==> src/rtl/block_sync_rx.sv <==
// 64b/66b receive block synchroniser: hunts sync-header alignment with gearbox bit slips, then holds lock.
// Optional BLOCK_SYNC_DBG_EN adds a saturating slip counter output slip_cnt_o.
module block_sync_rx #(
    parameter int HEAD_W     = 2,
    parameter int SH_CNT_MAX = 64,
    parameter int SH_INV_MAX = 16,
    parameter int SLIP_WAIT  = 2
) (
    input  logic              clk,
    input  logic              nreset,
    input  logic              lock_v_i,
    input  logic              valid_i,
    input  logic [HEAD_W-1:0] head_i,
    output logic              slip_v_o,
`ifdef BLOCK_SYNC_DBG_EN
    output logic [7:0]        slip_cnt_o,
`endif
    output logic              lock_v_o
);
    localparam int SH_W  = $clog2(SH_CNT_MAX);
    localparam int INV_W = $clog2(SH_INV_MAX + 1);

    typedef enum logic [1:0] {ST_RESET, ST_TEST, ST_SLIP, ST_WAIT} state_t;

    state_t           state_q;
    logic [SH_W-1:0]  sh_cnt_q;
    logic [INV_W-1:0] inv_cnt_q;
    logic [3:0]       wait_cnt_q;
    logic             slip_q;
    logic             lock_q;

    logic sh_valid;
    logic sh_last;
    logic inv_last;
    logic slip_fire;

    assign sh_valid = head_i[1] ^ head_i[0];
    assign sh_last  = (sh_cnt_q == SH_W'(SH_CNT_MAX - 1));
    assign inv_last = (inv_cnt_q == INV_W'(SH_INV_MAX - 1));
    // Invalid header seen while testing: unlocked always slips, locked only on the last tolerated error.
    assign slip_fire = lock_v_i && (state_q == ST_TEST) && valid_i && !sh_valid && (!lock_q || inv_last);

    always_ff @(posedge clk) begin
        if (!nreset || !lock_v_i) begin
            state_q    <= ST_RESET;
            sh_cnt_q   <= '0;
            inv_cnt_q  <= '0;
            wait_cnt_q <= '0;
            slip_q     <= 1'b0;
            lock_q     <= 1'b0;
        end else begin
            slip_q <= 1'b0;
            case (state_q)
                ST_RESET: state_q <= ST_TEST;
                ST_TEST: begin
                    if (slip_fire) begin
                        state_q   <= ST_SLIP;
                        slip_q    <= 1'b1;
                        lock_q    <= 1'b0;
                        sh_cnt_q  <= '0;
                        inv_cnt_q <= '0;
                    end else if (valid_i) begin
                        if (sh_last) begin
                            lock_q    <= 1'b1;
                            sh_cnt_q  <= '0;
                            inv_cnt_q <= '0;
                        end else begin
                            sh_cnt_q <= sh_cnt_q + 1'b1;
                            if (!sh_valid)
                                inv_cnt_q <= inv_cnt_q + 1'b1;
                        end
                    end
                end
                ST_SLIP: begin
                    state_q    <= ST_WAIT;
                    sh_cnt_q   <= '0;
                    inv_cnt_q  <= '0;
                    wait_cnt_q <= 4'(SLIP_WAIT);
                end
                ST_WAIT: begin
                    if (valid_i) begin
                        wait_cnt_q <= wait_cnt_q - 1'b1;
                        if (wait_cnt_q == 4'd1)
                            state_q <= ST_TEST;
                    end
                end
                default: state_q <= ST_RESET;
            endcase
        end
    end

    assign slip_v_o = slip_q;
    assign lock_v_o = lock_q;

`ifdef BLOCK_SYNC_DBG_EN
    logic [7:0] slip_cnt_q;

    // Survives PMA lock loss so slips can be tallied across CDR drops.
    always_ff @(posedge clk) begin
        if (!nreset)
            slip_cnt_q <= '0;
        else if (slip_fire && slip_cnt_q != 8'hFF)
            slip_cnt_q <= slip_cnt_q + 1'b1;
    end

    assign slip_cnt_o = slip_cnt_q;
`endif
endmodule

==> config.mk <==
export PLATFORM = sky130hd
export DESIGN_NAME = block_sync_rx
export DESIGN_NICKNAME = d
export VERILOG_FILES = /design/src/rtl/block_sync_rx.sv
export SDC_FILE = /design/constraint.sdc
export NUM_CORES = 1
export LEC_CHECK = 0
export CORE_MARGIN = 2
export CORE_UTILIZATION = 56
export DETAILED_ROUTE_END_ITERATION = 10
export MAX_ROUTING_LAYER = met4
export PLACE_DENSITY = 0.87
export SLEW_MARGIN = 40
export SYNTH_ARGS = -nofsm -noshare
export SYNTH_HDL_FRONTEND = slang
export SYNTH_SLANG_ARGS = --single-unit
export TNS_END_PERCENT = 10
==> constraint.sdc <==
create_clock -name clk -period 2.2 [get_ports clk]
set_input_delay 0.55 -clock clk [delete_from_list [all_inputs] [get_ports clk]]
set_output_delay 0.55 -clock clk [all_outputs]
set_load 0.02 [all_outputs]
==> impl_results.md <==
- Cell Pwr Density: 513.0 nW/um^2
- Share of the synthesized area in the top cell type: 0.3527
- Crit. End Element: register
- Routed length per instance: 13.10 microns
- Clock slew at reported path FFs: about 0.10 ns
- CP top delay family: simple AND/OR/NAND/NOR gates
- Row count: 15
- Critical path type: register to register
- Mapped cell area: 1079 sq um
- Vias after detailed routing: 969
- Slowest cell delay on critical path: 0.47 ns
- Setup TNS: 0 ns
- Final min period: approximately 2.1 ns
- Synth-to-Final Area Change: 15.66%
- Clk pwr share: 0.274
- Initial Util: 0.6113
- Post-synth EDFFs: 0
- Most frequent CP cell: ha_1
- H-tree depth: 1
- CP Cell Sequence: ha_1, and3_1, ha_1, and2b_2, o31a_4, nand4b_4, or4_1, o21ai_1
- Crit path max fanout: 4
- Final non-filler cell total: approximately 170
- Final wirelength: 2188 microns
- Most common cell after layout, fill and taps aside: dfxtp_1
- Flop pwr share: 0.554
- Layout cell share with drive strength beyond 1: 0.1620
- Worst EP arrival: 2.32 ns
- Gr usage total: 0.2227
- Asr flop ratio synth: 0
- Setup Slack @ Placement: -0.09244 ns
- Antenna-violating nets left: 0
- Die Ht: 47.89 microns
- Drt initial violations: 36
- Max-cap violations: 0
- Switching part of the total: 0.2675
- Worst Path Required: about 2.4 ns
- Pint: 468.7 uW
- Hold WC Path Type: register to register
- Worst VDD drop: 0.0004095 V
- Gate Count Post-Synth: about 130
- Sw power: 171.2 uW
- GRT overflow: 0
- DRC Markers: 0
- Dominant cell type by area after synthesis: dfxtp_1
- R2r setup slk: 0.11 ns
- Max-Slew Margin vs Limit: 0.7874
- Pwr Total: approximately 640 uW
- CTS tree: built
- Combinational power share: 0.172
- Post-DP HPWL: 1614 microns
- Vias per cell: 5.802
- RSZ-0062 raised after global routing: false
- Library cells used by synthesis: 35
- Placed Cells: 163
- Diode count: 0
- Fillers: around 150
- Critical Path Start Type: register
- Crit. Startpoint: inv_cnt_q[0]
- Vias in the first global route: 858
- CTS root buf: clkbuf_4
- Sequential area share after synthesis: 0.3527
- Mapped Nets: 141
- YS warnings: 0
- Max clock buf depth: 2
- Synth Flop Type: dfxtp_1
- Final Skew: 0.002466 ns
- Standby leakage power: 0.4650 nW
- Port Buffer Count: 7
- Core area: 1764 sq um
- Worst Path Buf+Inv: 0
- Worst-Margin Slew: 0.3172 ns
- Clk Latency, worst-skew pair: 0.29 ns
- PnR worst setup slack: 0.1104 ns
- Most frequent cells in the layout: dfxtp_1, nand2_1, a21oi_1
- DRT Pass-1 Iters: 4
- Clock sink total: 19
- Initial antenna violation count: 0
- Max Slew Vio Count: 0
- Syn Area/Cell: 8.492 sq um
- Synth top area cells: dfxtp_1, ha_1, a21oi_1, nand2_1, nand3_1
- Status: finished clean
- Io pins: 8
- Post-CTS Setup Bufs: 0
- Critical R2R Launch: inv_cnt_q[0]
- Setup Viol. Count Final: 0
- Die span in x: approximately 48 microns
- Final hold violations: 0
- Peak Freq: between 400 and 500 MHz
- CTS buffer count: 3
- GPL Wtd Cong: 0.8523
- Fin Hold WS: 0.4758 ns
- CP max-delay cell: or4_1
- Hold_sp: inv_cnt_q[3]
- Largest net degree at the start of global routing: 14
- #FFs+latches synth: 19
- First-pass GRT wire length: 3450 microns
- Nets: 157
- Die ar.: around 2300 sq um
- Period utilisation layout: 0.9498
## final cells by class
| type | instances | area, sq um | share of cell area |
|---|---|---|---|
| multi-input cells | 95 | 645.6 | 0.5176 |
| flip-flops and latches | 19 | 380.4 | 0.3049 |
| repair buffers | 15 | 130.1 | 0.1043 |
| inverters | 9 | 33.78 | 0.02708 |
| well taps | 25 | 31.28 | 0.02508 |
| clock buffers | 4 | 26.28 | 0.02106 |
## power groups by stage
stage	logic [mW]	registers, mW	clock network [mW]
3_3_place_gp	0.105	0.362	0
2_1_floorplan	0.0691	0.361	0
4_1_cts	0.109	0.355	0.176
6_report	0.110	0.355	0.175
5_1_grt	0.120	0.356	0.192
3_5_place_dp	0.108	0.362	0
## per-stage QoR
step	util	area, sq um
5_1_grt	0.7071	1247
3_5_place_dp	0.6894	1216
3_3_place_gp	0.6894	1216
2_1_floorplan	-	1079
4_1_cts	0.7043	1242
6_report	0.7071	1247
## Yosys cell counts, types with 2 or more instances
| master | n |
|---|---|
| nor2_1 | 5 |
| nand2b_1 | 2 |
| nand3_1 | 8 |
| nand2_1 | 15 |
| nor3_1 | 4 |
| or2_2 | 3 |
| o31ai_1 | 4 |
| ha_1 | 8 |
| inv_1 | 9 |
| and2_1 | 2 |
| dfxtp_1 | 19 |
| and3_1 | 3 |
| or4_1 | 2 |
| a31oi_1 | 4 |
| nand4b_1 | 2 |
| o21ai_0 | 5 |
| a21oi_1 | 12 |
| a311oi_1 | 3 |
## worst reg2reg max path: cells and delay by family, from the launching register on
family,cells,cell delay (ns)
flip-flops,1,0.35
AO/OA/AOI/OAI,2,0.27
adder cells (fa/ha/maj),2,0.39
AND/OR/NAND/NOR,4,1.03
## what timing repair did
item / in CTS / in global routing
resized for setup: 0 / 1
hold buffers: 0 / 0
endpoints found under the setup margin: 0 / 4
## path summary, 6_finish.rpt
path              depth (start not counted)      endpoint
setup reg to reg                          8  inv_cnt_q[3]
hold reg to reg                           2  inv_cnt_q[3]
setup / recovery                          8  inv_cnt_q[3]
hold / removal                            2  inv_cnt_q[3]
## state kept, by name, summed over array words and instances (netlist names)
name and count:
slip_v_o 1, wait_cnt_q 4, sh_cnt_q 6, state_q 2, lock_v_o 1, inv_cnt_q 5
## logic make-up (layout without fill, tap and decap cells)
logic type | after synthesis | count (layout) | synth area share
DFF | 19 | 19 | 0.3527
adders and majority gates | 8 | 8 | 0.09281
xor gates and xnor gates | 1 | 1 | 0.01509
AOI/OAI and AO/OA | 34 | 34 | 0.2123
buffers and inverters | 13 | 28 | 0.05335
and+or+nand+nor | 52 | 52 | 0.2738
## per-layer routing
metal,routed length [microns],up-vias,global-route usage
li1,-,484,-
met3,110,6,0.03396
met1,1035,443,0.2906
met2,998,36,0.3413
met4,44,0,0.09189
met5,0,-,-
(Power assumes the default switching activity.)
